--- config.mk ---
export PLATFORM = sky130hd
export DESIGN_NAME = hazard_stall_unit
export DESIGN_NICKNAME = d
export VERILOG_FILES = /design/src/rtl/hazard_stall_unit.sv
export SDC_FILE = /design/constraint.sdc
export NUM_CORES = 1
export LEC_CHECK = 0
export BUFFER_PORTS_ARGS = -buffer_cell sky130_fd_sc_hd__buf_2
export CORE_UTILIZATION = 45
export DETAILED_ROUTE_END_ITERATION = 7
export PLACE_DENSITY = 0.77
export SYNTH_ARGS = -nofsm -noshare
export SYNTH_HDL_FRONTEND = slang
export SYNTH_SLANG_ARGS = --single-unit
--- constraint.sdc ---
create_clock -name clk -period 1.8 [get_ports clk]
set_input_delay 0 -clock clk [delete_from_list [all_inputs] [get_ports clk]]
set_output_delay 0 -clock clk [all_outputs]
set_load 0.005 [all_outputs]
--- src/rtl/hazard_stall_unit.sv ---
// Stall/flush control for the 5-stage RV32I pipeline: load-use bubbles, branch flushes,
// data-memory freezes and a sticky memory-timeout trap. Optional counters: HAZARD_PERF_CNT_EN.
module hazard_stall_unit #(
  parameter int unsigned TIMEOUT_CYCLES = 255,
  parameter int unsigned WAIT_CNT_W     = 8
) (
  input  logic        clk,
  input  logic        rst_n,
  input  logic [4:0]  IF_ID_Rs1,
  input  logic [4:0]  IF_ID_Rs2,
  input  logic        IF_ID_UsesRs1,
  input  logic        IF_ID_UsesRs2,
  input  logic        ID_EX_MemRead,
  input  logic [4:0]  ID_EX_Rd,
  input  logic        BranchTaken,
  input  logic        DmemReq,
  input  logic        DmemReady,
  output logic        PCWrite,
  output logic        IF_ID_Write,
  output logic        IF_ID_Flush,
  output logic        ID_EX_Write,
  output logic        ID_EX_Flush,
  output logic        EX_MEM_Write,
  output logic        MemTimeout
`ifdef HAZARD_PERF_CNT_EN
  ,
  output logic [31:0] LoadUseCnt,
  output logic [31:0] MemWaitCnt,
  output logic [31:0] FlushCnt
`endif
);

  localparam logic [WAIT_CNT_W-1:0] TIMEOUT_LAST = WAIT_CNT_W'(TIMEOUT_CYCLES - 1);

  typedef enum logic [1:0] {
    ST_RUN      = 2'd0,
    ST_MEM_WAIT = 2'd1,
    ST_TRAP     = 2'd2
  } state_t;

  state_t                r_state;
  state_t                w_state_nxt;
  logic [WAIT_CNT_W-1:0] r_wait_cnt;
  logic [WAIT_CNT_W-1:0] w_wait_cnt_nxt;
  logic                  r_pend_flush;
  logic                  w_pend_flush_nxt;
  logic                  r_mem_timeout;
  logic                  w_mem_timeout_nxt;

  logic w_load_use;
  logic w_br;
  logic w_freeze;
  logic w_decide;
  logic w_rule_br;
  logic w_rule_lu;

  assign w_load_use = ID_EX_MemRead && (ID_EX_Rd != 5'd0) &&
                      ((IF_ID_UsesRs1 && (ID_EX_Rd == IF_ID_Rs1)) ||
                       (IF_ID_UsesRs2 && (ID_EX_Rd == IF_ID_Rs2)));
  assign w_br       = BranchTaken | r_pend_flush;

  // State, wait counter and pending-flush bookkeeping
  always_ff @(posedge clk or negedge rst_n) begin
    if (!rst_n) begin
      r_state       <= ST_RUN;
      r_wait_cnt    <= '0;
      r_pend_flush  <= 1'b0;
      r_mem_timeout <= 1'b0;
    end else begin
      r_state       <= w_state_nxt;
      r_wait_cnt    <= w_wait_cnt_nxt;
      r_pend_flush  <= w_pend_flush_nxt;
      r_mem_timeout <= w_mem_timeout_nxt;
    end
  end

  // Next state; w_decide marks cycles where the branch/load-use priority applies
  always_comb begin
    w_state_nxt       = r_state;
    w_wait_cnt_nxt    = r_wait_cnt;
    w_pend_flush_nxt  = r_pend_flush;
    w_mem_timeout_nxt = r_mem_timeout;
    w_freeze          = 1'b0;
    w_decide          = 1'b0;
    w_rule_br         = 1'b0;
    w_rule_lu         = 1'b0;

    case (r_state)
      ST_RUN: begin
        if (DmemReq && !DmemReady) begin
          w_freeze         = 1'b1;
          w_state_nxt      = ST_MEM_WAIT;
          w_wait_cnt_nxt   = WAIT_CNT_W'(1);
          w_pend_flush_nxt = w_br;
        end else begin
          w_decide = 1'b1;
        end
      end
      ST_MEM_WAIT: begin
        if (!DmemReady) begin
          w_freeze         = 1'b1;
          w_pend_flush_nxt = r_pend_flush | BranchTaken;
          if (r_wait_cnt == TIMEOUT_LAST) begin
            w_state_nxt       = ST_TRAP;
            w_mem_timeout_nxt = 1'b1;
          end else begin
            w_wait_cnt_nxt = r_wait_cnt + WAIT_CNT_W'(1);
          end
        end else begin
          w_decide       = 1'b1;
          w_state_nxt    = ST_RUN;
          w_wait_cnt_nxt = '0;
        end
      end
      ST_TRAP: begin
        w_freeze = 1'b1;
      end
      default: begin
        w_state_nxt = ST_RUN;
      end
    endcase

    w_rule_br = w_decide && w_br;
    w_rule_lu = w_decide && !w_br && w_load_use;
    // A flush discards any load-use in ID and consumes the pending redirect
    if (w_rule_br) begin
      w_pend_flush_nxt = 1'b0;
    end
  end

  // Reset holds every stage and injects bubbles
  assign PCWrite      = rst_n && !w_freeze && !w_rule_lu;
  assign IF_ID_Write  = rst_n && !w_freeze && !w_rule_lu;
  assign IF_ID_Flush  = !rst_n || w_rule_br;
  assign ID_EX_Write  = rst_n && !w_freeze;
  assign ID_EX_Flush  = !rst_n || w_rule_br || w_rule_lu;
  assign EX_MEM_Write = rst_n && !w_freeze;
  assign MemTimeout   = rst_n && r_mem_timeout;

`ifdef HAZARD_PERF_CNT_EN
  logic        w_wait_freeze;
  logic [31:0] r_load_use_cnt;
  logic [31:0] r_mem_wait_cnt;
  logic [31:0] r_flush_cnt;

  assign w_wait_freeze = (r_state == ST_MEM_WAIT) && !DmemReady;

  // Free-running event counters, wrapping modulo 2^32
  always_ff @(posedge clk or negedge rst_n) begin
    if (!rst_n) begin
      r_load_use_cnt <= '0;
      r_mem_wait_cnt <= '0;
      r_flush_cnt    <= '0;
    end else begin
      if (w_rule_lu)     r_load_use_cnt <= r_load_use_cnt + 32'd1;
      if (w_wait_freeze) r_mem_wait_cnt <= r_mem_wait_cnt + 32'd1;
      if (w_rule_br)     r_flush_cnt    <= r_flush_cnt + 32'd1;
    end
  end

  assign LoadUseCnt = r_load_use_cnt;
  assign MemWaitCnt = r_mem_wait_cnt;
  assign FlushCnt   = r_flush_cnt;
`endif

endmodule

### Yosys cells after proc, flatten, opt, wreduce, memory -nomap -nowiden

Cells that the tools add are included.

* logic and storage cells: 63
* input bits: 23
* register bits after elaboration: 12
* output and inout bits: 7

* equal/unequal tests: 10
* reduce and logical (&&, ||, !) cells: 27
* bitwise logic cells: 3
* mux-type cells: 18
* add/subtract/negate cells: 1

Operators with widths (number)
* 2-to-1 mux 8 bit: 3
* one-hot mux 8 bit (2 select lines): 1
* != test 3 bit, second input constant: 4
* AND reduction 3 bit: 4
* logical AND 1 bit: 11
* equality test 5 bit: 2
* adder 8 x 1 -> 8 bit, second input constant: 1
* equality test 8 bit, second input constant: 1
* 2-to-1 mux 1 bit: 7
* 2-to-1 mux 2 bit: 3
* one-hot mux 2 bit (3 select lines): 1
* zero test 1 bit: 5
* nonzero test 5 bit: 1
* one-hot mux 1 bit (2 select lines): 2
* logical OR 1 bit: 3
* one-hot mux 1 bit (3 select lines): 1
* nonzero test 3 bit: 1
* equality test 2 x 1 -> 1 bit, second input constant: 1
* equality test 2 bit, second input constant: 1
* zero test 2 bit: 1
* != test 2 bit, second input constant: 1
* inverter 1 bit: 2
* nonzero test 2 bit: 1
* OR 1 bit: 1

### Depth between registers and ports, before layout

Gate-level depths: netlist of run 1.

* word-level depth: 8
* depth in mapped cells: 6
* gate-level depth less buffers: 6

### Worst setup path before layout of run 1

OpenSTA, ideal clock, no wires.

* path type: reg2reg
* start: reg r_wait_cnt[0]
* end: reg r_wait_cnt[3]
* slack: 0.218 ns
* clock period less this slack: 1.582 ns
* cell stages (with the launch flop): 7
* data arrival time: 1.504 ns
* library setup time: 0.078 ns
* data required time: 1.722 ns
* buffers on the path: 0
* path through: dfrtp_1 inv_1 ha_1 nand3_1 nor3_4 or4_1 a21boi_1

* cells in the longest elaborated chain, start to end: 4
* elaborated cells on any way between the ends: 7
* those cells by class: add/sub (1); eq/ne (2); mux (3); reduce/logical (1)

Ends and longest elaborated chain
* start: declaration: line 43 `logic [WAIT_CNT_W-1:0] r_wait_cnt;`
* start signal: assignment: line 71 `r_wait_cnt <= w_wait_cnt_nxt;`
* adder 8 x 1 -> 8 bit: line 107 `w_wait_cnt_nxt = r_wait_cnt + WAIT_CNT_W'(1);`
* 2-to-1 mux 8 bit: line 103 `if (r_wait_cnt == TIMEOUT_LAST) begin`
* 2-to-1 mux 8 bit: line 100 `if (!DmemReady) begin`
* one-hot mux 8 bit (2 select lines): line 88 `case (r_state)`

Several ways; a longest one is shown, not always the timed one. The select of a mux whose other input is x is not followed.
A chain may end at the register's enable or synchronous reset.

### Final worst setup path of run 1

Same ends and word-level chain as after synthesis.

==> impl_metrics.tcl, run 1 <==
set metrics [dict create \
    dr.pass1.iters 4 \
    grt_pass1_vias 729 \
    maxCapViolCount 0 \
    initial_utilization_pct 49.1 \
    drc 0 \
    status "completed" \
    rsz0062_at_grt "no" \
    synth.distinct_cells 42 \
    crit_path_max_incr_delay_ns 0.51 \
    antenna_found_initial 0 \
    synth.top_cell.area_share_pct 34.6 \
    synth_area_sq_um 867 \
    multi_input_area_sq_um 523 \
    dp_slack_ns 0.104 \
    crit_path_end_kind "flop" \
    synth-seq-cells 12 \
    ant_nets 0 \
    die_area_sq_um 2110 \
    routed_wl_microns 1990 \
    seq_area_frac_synth_pct 34.6 \
    clock_tree.root_cell "clkbuf_4" \
    n_antenna_cell 0 \
    leakage_nw 0.508 \
    async_flop_share_pct 100 \
    p_int_uw 431 \
    globalplace.congestion 0.871 \
    postSynthAreaPerCell_sq_um 9.22 \
    synth_area_leaders "dfrtp_1 35%, xor2_1 8.1%, nor2_1 3.0%" \
    synth_top_area_cell "dfrtp_1" \
    clock_latency_ns 0.28 \
    min_period_over_period_pct 92.4 \
    htree_levels 1 \
    p_total_uw 561 \
    core_region_area_sq_um 1760 \
    hp-class "in2async" \
    clk_path_buf_depth 2 \
    hpwlAfterDp_microns 1520 \
    ir_drop_mv 0.334 \
    syn_nets 119 \
    path_cells "inv_1 -> ha_1 -> nand3_2 -> nor3_4 -> or4_1 -> a21boi_1" \
    cts_tree "built" \
    switching_share_pct 23.1 \
    slew_violations 0 \
    fin_tns_setup_ns 0 \
    die_height_microns 45.9 \
    cts.clk_slew.worst_paths_ns 0.08 \
    clock_skew_ns 0.0100 \
    grt_max_degree 16 \
    max_freq_ghz 0.601 \
    rows 15 \
    clkSinkCount 12 \
    grt_overflow 0 \
    wl_per_cell_microns 13.0 \
    p_clk_share_pct 39.1 \
    synth.most_common_cell "dfrtp_1" \
    setup_ws_ns 0.136 \
    cts_buffers 3 \
    required_ns 2.00 \
    grt_pass1_wl_microns 3110 \
    num-fill-cells 158 \
    synth_common_cells "12 x dfrtp_1, 8 x xor2_1, 7 x nor2_1, 5 x o21ai_0" \
    nets 154 \
    io_buffers 29 \
    synth_edf_count 0 \
    yosysWarnings 0 \
    powerDensity_nw_per_um2 512 \
    hold_viol 0 \
    criticalPathCategory "reg2reg" \
    drive_above_1_share_pct 33.6 \
    cp_max_fo 7 \
    slew_headroom_pct 67.6 \
    crit_slowest_cell "or4_1" \
    setup_violations 0 \
    syn_to_final_growth_pct 26.4 \
    grt.total_usage_pct 20.8 \
    drt_iter0_markers 36 \
    synth_cells 94 \
    switching_power_uw 130 \
    min_period_ns 1.66 \
    ios 30 \
    synth_flop_cell "dfrtp_1" \
    crit_arrival_ns 1.86 \
    regArea_sq_um 300 \
    die_w_microns 45.9 \
    drt-vias-per-instance 5.57 \
    via_count 852 \
    worst_slew_pin_slew_ns 0.482 \
    critPathLaunchType "flop" \
    seq_power_share_pct 48.0 \
    combPwrFrac_pct 12.9 \
]
==> layout make-up <==
cell class | count | area share (%)
multi-input cells | 74 | 47.7
clock buffers | 4 | 3.31
repair buffers | 34 | 17.4
inverters | 4 | 1.37
well taps | 25 | 2.85
flip-flops and latches | 12 | 27.4
==> flip-flops by register name, indices dropped and copies added (netlist names) <==
| signal | cells |
|---|---|
| r_pend_flush | 1 |
| r_wait_cnt | 8 |
| r_mem_timeout | 1 |
| r_state | 2 |
==> kinds of logic after synthesis <==
group / synth area share, %
adder cells (fa/ha/maj): 2.89
flip-flops: 34.6
AND/OR/NAND/NOR: 23.4
AO/OA/AOI/OAI: 23.4
XOR/XNOR: 10.1
buffers and inverters: 5.63
==> final timing paths <==
path,depth (start not counted),to,startpoint,slack (ns)
setup / recovery,6,r_wait_cnt[3],r_wait_cnt[0],0.14
hold / removal,2,r_wait_cnt[6],rst_n,0.13
setup reg to reg,6,r_wait_cnt[3],r_wait_cnt[0],0.14
hold reg to reg,1,r_mem_timeout,r_mem_timeout,0.47
max in group asynchronous,2,r_wait_cnt[2],rst_n,1.43
min in group clk,4,r_pend_flush,DmemReq,0.15
==> cells in the final DEF, fill, tap and decap left out, types with 2 or more instances in the layout <==
cell           count
buf_4              2
nor2_1             7
xor2_1             8
nand3_1            2
and2_1             2
o21ai_0            5
inv_1              4
buf_2             29
nand2_1            4
nand4_1            3
or4_1              2
a21oi_1            2
dlygate4sd3_1      3
ha_1               2
a31oi_1            3
dfrtp_1           12
a21boi_1           3
xnor2_1            2
nor4_1             3
o31ai_1            2
clkbuf_4           3
o21a_1             2
==> power groups by stage <==
stage | clock (mW) | combinational (mW) | sequential, mW
3_5_place_dp | 0 | 0.0682 | 0.275
6_report | 0.219 | 0.0724 | 0.269
5_1_grt | 0.233 | 0.0804 | 0.269
2_1_floorplan | 0 | 0.0252 | 0.275
3_3_place_gp | 0 | 0.0653 | 0.275
4_1_cts | 0.224 | 0.0733 | 0.269
==> critical path: cells and delay by family (launching register included) <==
family	cells	cell delay [ns]
AOI/OAI and AO/OA	1	0.16
and+or+nand+nor	3	0.73
DFF	1	0.38
buffers and inverters	1	0.08
adders and majority gates	1	0.22
==> stage by stage <==
stage | instances | hold WS, ns | util (%) | instance area, sq um
2_1_floorplan | 94 | -0.296 | - | 867
3_3_place_gp | 146 | -0.0979 | 58.1 | 1020
3_5_place_dp | 146 | -0.0944 | 58.1 | 1020
4_1_cts | 153 | 0.141 | 61.8 | 1090
5_1_grt | 153 | 0.169 | 62.1 | 1100
6_report | 153 | 0.133 | 62.1 | 1100
==> per-layer routing <==
layer / global-route usage [%] / wire (microns) / share of wire, % / vias to the layer above
met5: 0 / 0 / 0 / -
met4: 3.53 / 25 / 1.3 / 0
met3: 5.95 / 94 / 4.7 / 9
met2: 34.1 / 948 / 48 / 35
met1: 27.2 / 923 / 46 / 389
li1: - / - / - / 419
==> what timing repair did <==
item / 4_1_cts / 5_1_grt
resized for setup: 0 / 2
setup endpoints to repair: 0 / 3
hold buffers: 3 / 0
endpoints found under the hold margin: 14 / 0
setup buffers: 0 / 0
No activity file was read; power rests on OpenSTA's default activity.
==> run 2: changes to the inputs <==
clock period = 2.2 ns   (was 1.8 ns; I/O delays follow)
==> impl_metrics.tcl, run 2 (same netlist as run 1, synthesis figures left out) <==
set metrics [dict create \
    syn_to_final_growth_pct 22.9 \
    cts.clk_slew.worst_paths_ns 0.07 \
    max_freq_ghz 0.575 \
    hold_viol 0 \
    die_w_microns 45.9 \
    status "completed" \
    hold_path.startpoint "DmemReady" \
    cp_max_fo 8 \
    largest_reg_flops 8 \
    clock_latency_ns 0.27 \
    drt_iter0_markers 21 \
    htree_levels 1 \
    dr.pass1.iters 4 \
    num-fill-cells 164 \
    ant_nets 0 \
    wl_per_cell_microns 12.3 \
    cts_buffers 3 \
    cts_resized 0 \
    drt-vias-per-instance 5.40 \
    layout_commonest_cell "buf_2" \
    reg_top3 "r_wait_cnt x8, r_state x2" \
    worstHoldPathCells 2 \
    n_antenna_cell 0 \
    slew_headroom_pct 67.7 \
    post_cts_buffers 0 \
    grt_pass1_vias 694 \
    crit_arrival_ns 1.89 \
    io_buffers 29 \
    die_height_microns 45.9 \
    setup_violations 0 \
    die_area_sq_um 2110 \
    initial_utilization_pct 49.1 \
    drive_above_1_share_pct 32.0 \
    core_region_area_sq_um 1760 \
    clock_tree.root_cell "clkbuf_4" \
    rows 15 \
    clock_skew_ns 0.00274 \
    crit_path_end_kind "flop" \
    ios 30 \
    ir_drop_mv 0.353 \
    leakage_nw 0.494 \
    nets 151 \
    antenna_found_initial 0 \
    drc 0 \
    reg2regPathDepth 4 \
    r2r_end "r_wait_cnt[0]" \
    globalplace.congestion 0.828 \
    powerDensity_nw_per_um2 423 \
    routed_wl_microns 1840 \
    clkSinkCount 12 \
    hp-class "in2reg" \
    required_ns 2.36 \
    grt_pass1_wl_microns 2990 \
    grt_max_degree 16 \
    max_flop_register "r_wait_cnt" \
    critPathLaunchType "flop" \
    via_count 810 \
    min_to "r_state[0]" \
    fin_tns_setup_ns 0 \
    maxCapViolCount 0 \
    criticalPathCategory "reg2reg" \
    worst_slew_pin_slew_ns 0.481 \
    fin_util_pct 60.4 \
    clk_path_buf_depth 2 \
    rsz0062_at_grt "no" \
    cts_tree "built" \
    final_cell_mix "29 x buf_2, 12 x dfrtp_1, 8 x xor2_1" \
    timing.rr.start "r_state[0]" \
    grt_overflow 0 \
    grt.total_usage_pct 19.9 \
    ctsHoldBuffers 2 \
    min_period_ns 1.74 \
    min_period_over_period_pct 79.0 \
    hpwlAfterDp_microns 1440 \
    ff2ff_setup_slack_ns 0.46 \
    slew_violations 0 \
]
run 2: changes by cell type in the layout (fill, tap and decap cells not counted):
| cell | previous run | this run |
|---|---|---|
| nand3_1 | 2 | 3 |
| buf_4 | 2 | 0 |
| a21boi_1 | 3 | 2 |
| nand3_2 | 1 | 0 |
| a21boi_0 | 0 | 1 |
| dlygate4sd3_1 | 3 | 2 |
run 2: power breakdown:
part	switching [mW]	total (mW)	internal [mW]
clock	0.0728	0.173	0.101
sequential	0	0.220	0.220
combinational	0.0268	0.0574	0.0307
run 2: worst max path at each step:
stage / from / to / slack, ns
2_1_floorplan: r_wait_cnt[0] / r_wait_cnt[3] / 0.62
3_3_place_gp: r_state[0] / r_wait_cnt[0] / 0.53
3_5_place_dp: r_state[0] / r_wait_cnt[0] / 0.50
4_1_cts: r_state[1] / PCWrite / 0.45
5_1_grt: r_wait_cnt[0] / r_wait_cnt[3] / 0.30
6_report: r_state[0] / r_wait_cnt[0] / 0.46
run 2: area by class of cell:
type	instances	area, sq um	area share [%]
inverters	4	15.0	1.41
clock buffers	4	36.3	3.40
repair buffers	31	165	15.5
flip-flops and latches	12	300	28.2
multi-input cells	74	518	48.6
well taps	25	31.3	2.93
run 2: metal layers:
layer  wire (microns)  global-route usage (%)
met1              839                    27.9
met5                0                       0
met4                0                    1.76
met3               74                    5.95
met2              929                    31.3
run 2: through the flow:
step | setup WS [ns] | area (sq um) | total power [mW] | instances | hold WS, ns
after global routing | 0.302 | 1070 | 0.475 | 150 | 0.0219
after floorplan | 0.618 | 867 | 0.245 | 94 | -0.296
after detailed placement | 0.496 | 1010 | 0.280 | 144 | -0.0922
final | 0.461 | 1070 | 0.451 | 150 | 0.0182
after global placement | 0.534 | 1010 | 0.278 | 144 | -0.0934
after CTS | 0.445 | 1070 | 0.457 | 150 | 0.00905
run 2: critical path, stage by stage, from the launching register on:
cell and delay [ns]:
dfrtp_1 0.46, or3b_1 0.51, nor3_4 0.37, nor2_2 0.10, o32a_1 0.18
==> run 3: changes to the inputs <==
clock period = 1.6 ns   (was 2.2 ns; I/O delays follow)
==> impl_metrics.tcl, run 3 (same netlist as run 1, synthesis figures left out) <==
set metrics [dict create \
    p_total_uw 638 \
    p_clk_share_pct 39.3 \
    dr.pass1.iters 4 \
    slew_headroom_pct 63.4 \
    n_antenna_cell 0 \
    post_dp_cell_area_sq_um 1070 \
    clock_skew_ns 0.000771 \
    layout_commonest_cell "buf_2" \
    max_freq_ghz 0.635 \
    setup_ws_ns 0.0256 \
    rows 15 \
    final_area_sq_um 1200 \
    drive_above_1_share_pct 42.4 \
    status "completed" \
    io_buffers 29 \
    hpwlAfterDp_microns 1570 \
    cp_max_fo 4 \
    powerDensity_nw_per_um2 533 \
    dp_slack_ns 0.0383 \
    leakage_nw 0.556 \
    criticalPathCategory "reg2reg" \
    critPathLaunchType "flop" \
    ir_drop_mv 0.347 \
    grt_overflow 0 \
    hp-class "in2reg" \
    clock_tree.root_cell "clkbuf_4" \
    reg_top3 "r_wait_cnt x8, r_state x2" \
    clkSinkCount 12 \
    clk_path_buf_depth 2 \
    fin_tns_setup_ns 0 \
    grt_pass1_wl_microns 3440 \
    via_count 915 \
    worst_slew_pin_slew_ns 0.545 \
    cts_tree "built" \
    timing.rr.start "r_wait_cnt[0]" \
    globalplace.congestion 0.856 \
    die_w_microns 45.9 \
    combPwrFrac_pct 13.3 \
    setup_violations 0 \
    wl_per_cell_microns 13.7 \
    switching_share_pct 23.9 \
    initial_utilization_pct 49.1 \
    crit_arrival_ns 1.77 \
    htree_levels 1 \
    p_int_uw 486 \
    syn_to_final_growth_pct 38.1 \
    slew_violations 0 \
    crit_path_end_kind "flop" \
    core_region_area_sq_um 1760 \
    reg2regPathDepth 5 \
    clock_latency_ns 0.28 \
    switching_power_uw 152 \
    seq_power_share_pct 47.5 \
    hold_path.startpoint "DmemReady" \
    ios 30 \
    cts.clk_slew.worst_paths_ns 0.08 \
    grt.total_usage_pct 22.4 \
    antenna_found_initial 0 \
    largest_reg_flops 8 \
    hold_viol 0 \
    die_area_sq_um 2110 \
    min_period_ns 1.57 \
    cts_buffers 3 \
    grt_pass1_vias 820 \
    worstHoldPathCells 2 \
    final_cell_mix "29 x buf_2, 13 x buf_4, 12 x dfrtp_1" \
    grt_max_degree 13 \
    max_flop_register "r_wait_cnt" \
    nets 165 \
    maxCapViolCount 0 \
    min_period_over_period_pct 98.4 \
    drc 0 \
    required_ns 1.79 \
    die_height_microns 45.9 \
    ant_nets 0 \
    drt_iter0_markers 25 \
    routed_wl_microns 2250 \
    startpoint "r_wait_cnt[0]" \
    drt-vias-per-instance 5.58 \
]
==> run 3: cell count changes in the layout (fill, tap and decap cells not counted), sizes merged <==
cell	previous run	this run
clkinvlp	0	1
buf	29	43
inv	4	3
==> run 3: area by class of cell <==
type / instances / area (sq um)
Fill cell: 153 / 567
Multi-Input combinational cell: 74 / 537
Sequential cell: 12 / 300
Timing Repair Buffer: 45 / 274
Clock buffer: 4 / 36.3
Tap cell: 25 / 31.3
Inverter: 4 / 18.8
==> run 3: timing repair <==
action / CTS / global route
hold endpoints to repair: 13 / 0
endpoints found under the setup margin: 5 / 9
gates resized for setup: 2 / 7
pin swaps: 1 / 6
setup buffers: 1 / 5
hold buffers: 2 / 0
cloned: 0 / 0
==> run 3: power by group through the flow <==
stage / registers [mW] / clock network (mW) / logic [mW]
2_1_floorplan: 0.309 / 0 / 0.0284
3_3_place_gp: 0.309 / 0 / 0.0755
3_5_place_dp: 0.309 / 0 / 0.0779
4_1_cts: 0.303 / 0.253 / 0.0822
5_1_grt: 0.303 / 0.260 / 0.0940
6_report: 0.303 / 0.251 / 0.0847
==> run 3: critical path, cell delays in order (launching register included) <==
cell,delay (ns)
dfrtp_1,0.36
buf_4,0.12
ha_1,0.24
o211ai_1,0.13
or3_2,0.44
a21boi_1,0.20
==> run 3: final timing paths <==
kind | endpoint | slack (ns)
hold reg to reg | r_mem_timeout | 0.47
hold / removal | r_state[0] | 0.02
min in group asynchronous | r_pend_flush | 0.06
setup / recovery | r_wait_cnt[2] | 0.03
setup reg to reg | r_wait_cnt[2] | 0.03
max in group asynchronous | r_wait_cnt[1] | 1.21
==> run 3: per-stage QoR <==
stage	std cells	util [%]	hold WS, ns
final	164	67.9	0.0231
after global placement	152	60.6	-0.196
after global routing	164	67.9	0.0373
after detailed placement	152	60.6	-0.197
after floorplan	94	-	-0.296
after CTS	159	64.5	0.0138
==> run 3: layer usage <==
| metal | vias to the layer above | wire length [microns] | GRT usage, % |
|---|---|---|---|
| met5 | - | 0 | 0 |
| met3 | 2 | 138 | 7.14 |
| met2 | 38 | 1130 | 35.2 |
| met1 | 432 | 958 | 29.5 |
| met4 | 0 | 16 | 5.88 |
| li1 | 443 | - | - |
